## src/rtl/floor_arb.sv

```systemverilog
// Two-port round-robin arbiter in front of a shared, fixed-latency floor unit.
// Each port holds a 2-entry response FIFO, and per-port credits keep issue from overrunning it.
module floor_arb #(
    parameter int unsigned LAT = 1
) (
    input  logic        clk,
    input  logic        rstn,
    input  logic        req0_valid,
    input  logic [31:0] req0_data,
    output logic        req0_ready,
    input  logic        req1_valid,
    input  logic [31:0] req1_data,
    output logic        req1_ready,
    output logic        rsp0_valid,
    output logic [31:0] rsp0_data,
    input  logic        rsp0_ready,
    output logic        rsp1_valid,
    output logic [31:0] rsp1_data,
    input  logic        rsp1_ready,
    output logic [31:0] fu_in,
    input  logic [31:0] fu_out
);

    logic [1:0]     req_valid;
    logic [1:0]     rsp_ready;
    logic [1:0]     elig;
    logic [1:0]     grant;
    logic [1:0]     push;
    logic [1:0]     pop;
    logic           last_grant;
    logic [LAT-1:0] pipe_v;
    logic [LAT-1:0] pipe_tag;
    logic [1:0]     occ  [2];
    logic [1:0]     infl [2];
    logic           wp   [2];
    logic           rp   [2];
    logic [31:0]    mem  [2][2];

    assign req_valid = {req1_valid, req0_valid};
    assign rsp_ready = {rsp1_ready, rsp0_ready};

    always_comb begin
        elig  = '0;
        push  = '0;
        pop   = '0;
        grant = '0;
        fu_in = '0;
        for (int unsigned p = 0; p < 2; p++) begin
            // rstn gates eligibility so ready stays low while reset is held
            elig[p] = rstn && req_valid[p] && ((3'(occ[p]) + 3'(infl[p])) < 3'd2);
            push[p] = pipe_v[LAT-1] && (pipe_tag[LAT-1] == 1'(p));
            pop[p]  = (occ[p] != 2'd0) && rsp_ready[p];
        end
        if (&elig) begin
            grant = last_grant ? 2'b01 : 2'b10;
        end else begin
            grant = elig;
        end
        if (grant[0]) begin
            fu_in = req0_data;
        end else if (grant[1]) begin
            fu_in = req1_data;
        end
    end

    assign req0_ready = grant[0];
    assign req1_ready = grant[1];
    assign rsp0_valid = (occ[0] != 2'd0);
    assign rsp1_valid = (occ[1] != 2'd0);
    assign rsp0_data  = mem[0][rp[0]];
    assign rsp1_data  = mem[1][rp[1]];

    always_ff @(posedge clk or negedge rstn) begin
        if (!rstn) begin
            last_grant <= 1'b1;
            pipe_v     <= '0;
            pipe_tag   <= '0;
            for (int unsigned p = 0; p < 2; p++) begin
                occ[p]    <= '0;
                infl[p]   <= '0;
                wp[p]     <= 1'b0;
                rp[p]     <= 1'b0;
                mem[p][0] <= '0;
                mem[p][1] <= '0;
            end
        end else begin
            if (|grant) begin
                last_grant <= grant[1];
            end
            pipe_v[0]   <= |grant;
            pipe_tag[0] <= grant[1];
            for (int unsigned i = 1; i < LAT; i++) begin
                pipe_v[i]   <= pipe_v[i-1];
                pipe_tag[i] <= pipe_tag[i-1];
            end
            for (int unsigned p = 0; p < 2; p++) begin
                if (push[p]) begin
                    mem[p][wp[p]] <= fu_out;
                    wp[p]         <= ~wp[p];
                end
                if (pop[p]) begin
                    rp[p] <= ~rp[p];
                end
                case ({push[p], pop[p]})
                    2'b10:   occ[p] <= occ[p] + 2'd1;
                    2'b01:   occ[p] <= occ[p] - 2'd1;
                    default: occ[p] <= occ[p];
                endcase
                case ({grant[p], push[p]})
                    2'b10:   infl[p] <= infl[p] + 2'd1;
                    2'b01:   infl[p] <= infl[p] - 2'd1;
                    default: infl[p] <= infl[p];
                endcase
            end
        end
    end

endmodule

```

## config.mk

```make
export PLATFORM = sky130hd
export DESIGN_NAME = floor_arb
export DESIGN_NICKNAME = d
export VERILOG_FILES = /design/src/rtl/floor_arb.sv
export SDC_FILE = /design/constraint.sdc
export NUM_CORES = 1
export LEC_CHECK = 0
export ABC_AREA = 1
export CORE_ASPECT_RATIO = 0.6
export CORE_MARGIN = 4
export CORE_UTILIZATION = 60
export DETAILED_ROUTE_END_ITERATION = 8
export DONT_BUFFER_PORTS = 1
export PLACE_DENSITY_LB_ADDON = 0.05
export REMOVE_ABC_BUFFERS = 1
export SYNTH_ARGS = -nofsm -noshare
export SYNTH_HDL_FRONTEND = slang
export SYNTH_SLANG_ARGS = --single-unit
export TNS_END_PERCENT = 30
```

## constraint.sdc

```tcl
create_clock -name clk -period 5.75 [get_ports clk]
set_input_delay 0.575 -clock clk [delete_from_list [all_inputs] [get_ports clk]]
set_output_delay 0.575 -clock clk [all_outputs]
set_load 0.02 [all_outputs]
```

After elaboration in Yosys (flattened, before gate mapping)
Cells that the tools add are included.

word-level totals
  bits in registers = 143
  input bits = 102
  output and inout port bits = 100
  logic and storage cells = 88

operators by class
  add/sub/neg operators = 10
  magnitude comparators = 8
  eq/ne operators = 8
  multiplexer cells = 20
  bitwise operators = 9
  reduce and logical (&&, ||, !) cells = 18

operator list
  operator               count
  $mux W32               10
  $bwmux W64             2
  $demux W32 S1          2
  $pmux W2 S2            4
  $reduce_bool A2 Y1     6
  $logic_and A1 B1 Y1    10
  $add A2 B1 Y2 const B  4
  $eq A2 B1 Y1 const B   4
  $eq A2 B2 Y1 const B   4
  $ge A2 B2 Y1 const B   4
  $not A1 Y2             4
  $sub A2 B1 Y2 const B  4
  $add A2 B2 Y3          2
  $lt A3 B2 Y1 const B   2
  $not A1 Y1             5
  $lt A2 B1 Y1 const B   2
  $mux W2                2
  $reduce_and A2 Y1      1
  $reduce_or A2 Y1       1

Depth between registers and ports, before layout
  depth in word-level cells = 7
  depth in mapped cells = 12
  mapped depth without buffers = 12

Least setup slack after synthesis
OpenSTA, ideal clock, no wires.

  kind = flip-flop to output port
  from = register occ[0] (netlist name)
  to = output fu_in[1]
  arrival time = 1.676 ns
  data required time = 5.175 ns
  slack = 3.499 ns
  cell stages (with the launch flop) = 10
  path buffers = 1
  cells stage by stage = dfrtp_1 > nand2_1 > inv_1 > fa_1 > inv_1 > nand2_1 > nor2_2 > buf_2 > nand3_1 > nand2_1

between the ends
  cells in the longest elaborated chain, start to end = 7

RTL lines
  what                               RTL line  RTL
  from (decl)                        33        logic [1:0] occ [2];
  from (signal, indexed assignment)  105       2'b10: occ[p] <= occ[p] + 2'd1;
  from (signal, indexed assignment)  106       2'b01: occ[p] <= occ[p] - 2'd1;
  from (signal, indexed assignment)  107       default: occ[p] <= occ[p];
  $add A2 B2 Y3 (*)                  50        elig[p] = rstn && req_valid[p] && ((3'(occ[p]) + 3'(infl[p])) < 3'd2);
  $lt A3 B2 Y1 (*)                   50
  $logic_and A1 B1 Y1 (*)            50
  $reduce_and A2 Y1                  54        if (&elig) begin
  $mux W2 (*)                        54
  $mux W32                           61        end else if (grant[1]) begin
  $mux W32 (*)                       59        if (grant[0]) begin
  to (decl)                          20        output logic [31:0] fu_in,

Mark *: on every way between the ends. The rest lies on a longest branch, timed or not.

Final worst setup path
  from = register occ[2] (netlist name)
  to = output req1_ready

between the ends
  cells in the longest elaborated chain, start to end = 5

RTL lines
  what                 RTL line  RTL
  $add A2 B2 Y3        50
  $lt A3 B2 Y1         50
  $logic_and A1 B1 Y1  50
  $reduce_and A2 Y1    54
  $mux W2              54
  to (decl)            13        output logic req1_ready,

Every way passes these cells.

==> reports/results.ini <==
[power_and_ir_drop]
max-vdd-ir-drop_uv=389
p_total_mw=5.26
p_leak_nw=4.10
switching_share_pct=44.4
combPwrFrac_pct=41.8
p_switching_mw=2.34
pwr-share-seq_pct=33.5
p_int_mw=2.92
p_per_area_mw_per_mm2=702
clkPwrFrac_pct=24.7

[place]
dp_hpwl_microns=11200
gp_congestion=0.788
placed_cell_area_sq_mm=0.00675
place_ws_ns=2.64
port_buffers=0

[worst_setup_path]
r2r_slack_ns=2.60
critical_path_class=register to output port
worstPathCellList=nand2_1 -> inv_1 -> fa_1 -> nor2_1 -> nand3_1 -> nand2_1 -> inv_1
worstPathMaxFanout=34
reg2reg_from=occ[2]
startpoint=occ[2]
worst_setup_path_start_kind=register
slowest_delay_ns=0.80
cp_data_required_time_ns=5.18
ff2ff_path_depth=11
path_buf_inv=2
cp_slowest_cell=nand3_1
cpLargestDelayFamily=simple AND/OR/NAND/NOR gates
crit_path_end_kind=output port
r2r_end=infl[3]
arrival_ns=2.98

[clock_network]
post_cts_resize_count=0
clk_latency_ns=0.41
ctsHtreeMaxLevel=4
clk_pin_slew_ns=0.06
cts_buffer_depth=2
cts_inserted_buffers=17
cts_root_buffer=clkbuf_16
cts_tree=yes
cts_num_sinks=143

[timing]
final.setup_skew_ns=0.0121
finalMaxSlewViolations=0
rsz0062_at_grt=no
tightest_slew_ns=1.21
fin_crit_sh_pct=61.9
min_period_ns=3.56
maxSlewHeadroom_pct=19.4
hold_viol_final=0
setup_ws_ns=2.19
tns_ns=0
max_freq_ghz=0.281
setup_violations=0

[drt]
vias=5574
vias_per_cell=5.62
wire_per_inst_microns=17.5
first_iter_violations=434
drt-total-wl_microns=17400
drtPass1Iterations=5
ant_nets=0
drc=0

[layout]
area_delta_synth_final_pct=9.27
final_area_sq_mm=0.00749
diodes=0
nets=949
fin_util_pct=69.1
drive_gt1_share_pct=7.62

[floorplan]
dieArea_sq_mm=0.0133
num_rows=29
io_pins=202
core-area_sq_mm=0.0108
initial_core_util_pct=63.2
chipWidth_microns=146
die_y_microns=90.8

[run_status]
status=complete, no violations

[synthesis]
ys_ff_latch=143
syn_inst=867
synth_area_leaders=dfrtp_1, nand2_1, o21ai_0
synth-edff-count=0
yosys.area.top_type_share_pct=51.8
async_flop_share_pct=100
ys_seq_area_share_pct=52.2
syn_avg_cell_area_sq_um=7.91
synth.cell_area_sq_mm=0.00686
synth_cell_types=26
synth_top_cell_by_area=dfrtp_1
synth_warnings=0
synth_flop_cell=dfrtp_1

[grt]
grt_pass1_wl_microns=28100
grt_pass1_vias=5393
grt_antenna_before_repair=0
grt_overflow=0
grt_util_all_layers_pct=26.6
grt_max_degree=143

[run]
drv_cap=0

[hold_path]
hold_class=primary input to asynchronous set/reset pin

## power groups by stage
stage | combinational, mW | clock [mW] | sequential, mW
3_3_place_gp | 2.11 | 0 | 1.74
2_1_floorplan | 1.70 | 0 | 1.74
4_1_cts | 2.21 | 1.31 | 1.76
5_1_grt | 2.45 | 1.36 | 1.82
6_report | 2.20 | 1.30 | 1.76
3_5_place_dp | 2.18 | 0 | 1.77
## final cells by class
cell class	instances	area [sq um]
Clock buffer	20	467
Fill cell	875	3360
Timing Repair Buffer	7	75.1
Clock inverter	11	234
Tap cell	139	174
Sequential cell	143	3580
Multi-Input combinational cell	610	2730
Inverter	62	233
## per-layer routing
metal | up-vias | GRT usage [%] | share of wire [%]
li1 | 2672 | - | -
met1 | 2664 | 34.5 | 42
met2 | 211 | 42.9 | 48
met3 | 27 | 8.27 | 8.6
met4 | 0 | 8.84 | 1.6
met5 | - | 0 | 0
## sequential cells by signal, summed over array words and instances, names as in the netlist
signal and cells:
mem 128, rp 2, pipe_tag 1, occ 4, infl 4, pipe_v 1, last_grant 1, wp 2
## layout by cell type (no fill, tap or decap), types with 2 or more instances in the layout
| cell | count |
|---|---|
| xor2_1 | 2 |
| buf_4 | 5 |
| nand2_2 | 4 |
| o21ai_1 | 13 |
| or2_2 | 5 |
| xnor2_1 | 4 |
| bufinv_16 | 7 |
| nand2_1 | 382 |
| clkinv_1 | 2 |
| clkbuf_16 | 17 |
| o21ai_2 | 15 |
| o21ai_0 | 101 |
| nand4_1 | 4 |
| inv_1 | 59 |
| clkbuf_8 | 3 |
| fa_1 | 2 |
| nor2_1 | 2 |
| nand3_1 | 70 |
| clkinv_2 | 3 |
| nor2_2 | 2 |
| ha_1 | 4 |
| dfrtp_1 | 142 |
## metrics by stage
| step | hold WS, ns | instances |
|---|---|---|
| final | 0.122 | 992 |
| after global routing | 0.195 | 992 |
| after CTS | 0.188 | 992 |
| after detailed placement | 0.282 | 959 |
| after global placement | 0.282 | 959 |
| after floorplan | 0.279 | 815 |
## synth_stat cells, types with 2 or more instances
library cell and number:
o21ai_1 13, xnor2_1 4, o21ai_2 15, xor2_1 2, nor2_1 2, nand3_1 70
nand2_1 382, dfrtp_1 142, inv_1 59, nand2_2 4, clkbuf_1 16, o21ai_0 101
buf_2 23, buf_6 10, clkinv_1 2, fa_1 2, or2_2 4, nor2_2 2
ha_1 4, nand4_1 4
## worst max-delay path by stage
| stage | to | cells after the start |
|---|---|---|
| floorplan | req1_ready | 8 |
| global placement | req0_ready | 8 |
| detailed placement | infl[3] | 11 |
| CTS | req1_ready | 7 |
| global route | req0_ready | 8 |
| finish | req1_ready | 7 |
## cells by family (layout without fill, tap and decap cells)
logic type | Yosys count | count (layout) | synth area share (%)
xor+xnor | 6 | 6 | 0.766
flops | 143 | 143 | 52.2
fa+ha+maj | 6 | 6 | 1.31
compound gates | 129 | 129 | 10.2
buf+inv | 114 | 100 | 7.97
simple gates | 469 | 469 | 27.5
## what timing repair did
| action | in CTS | in global routing |
|---|---|---|
| hold buffers | 2 | 0 |
| endpoints found under the hold margin | 142 | 0 |
| setup buffers | 0 | 0 |
(Power assumes the default switching activity.)
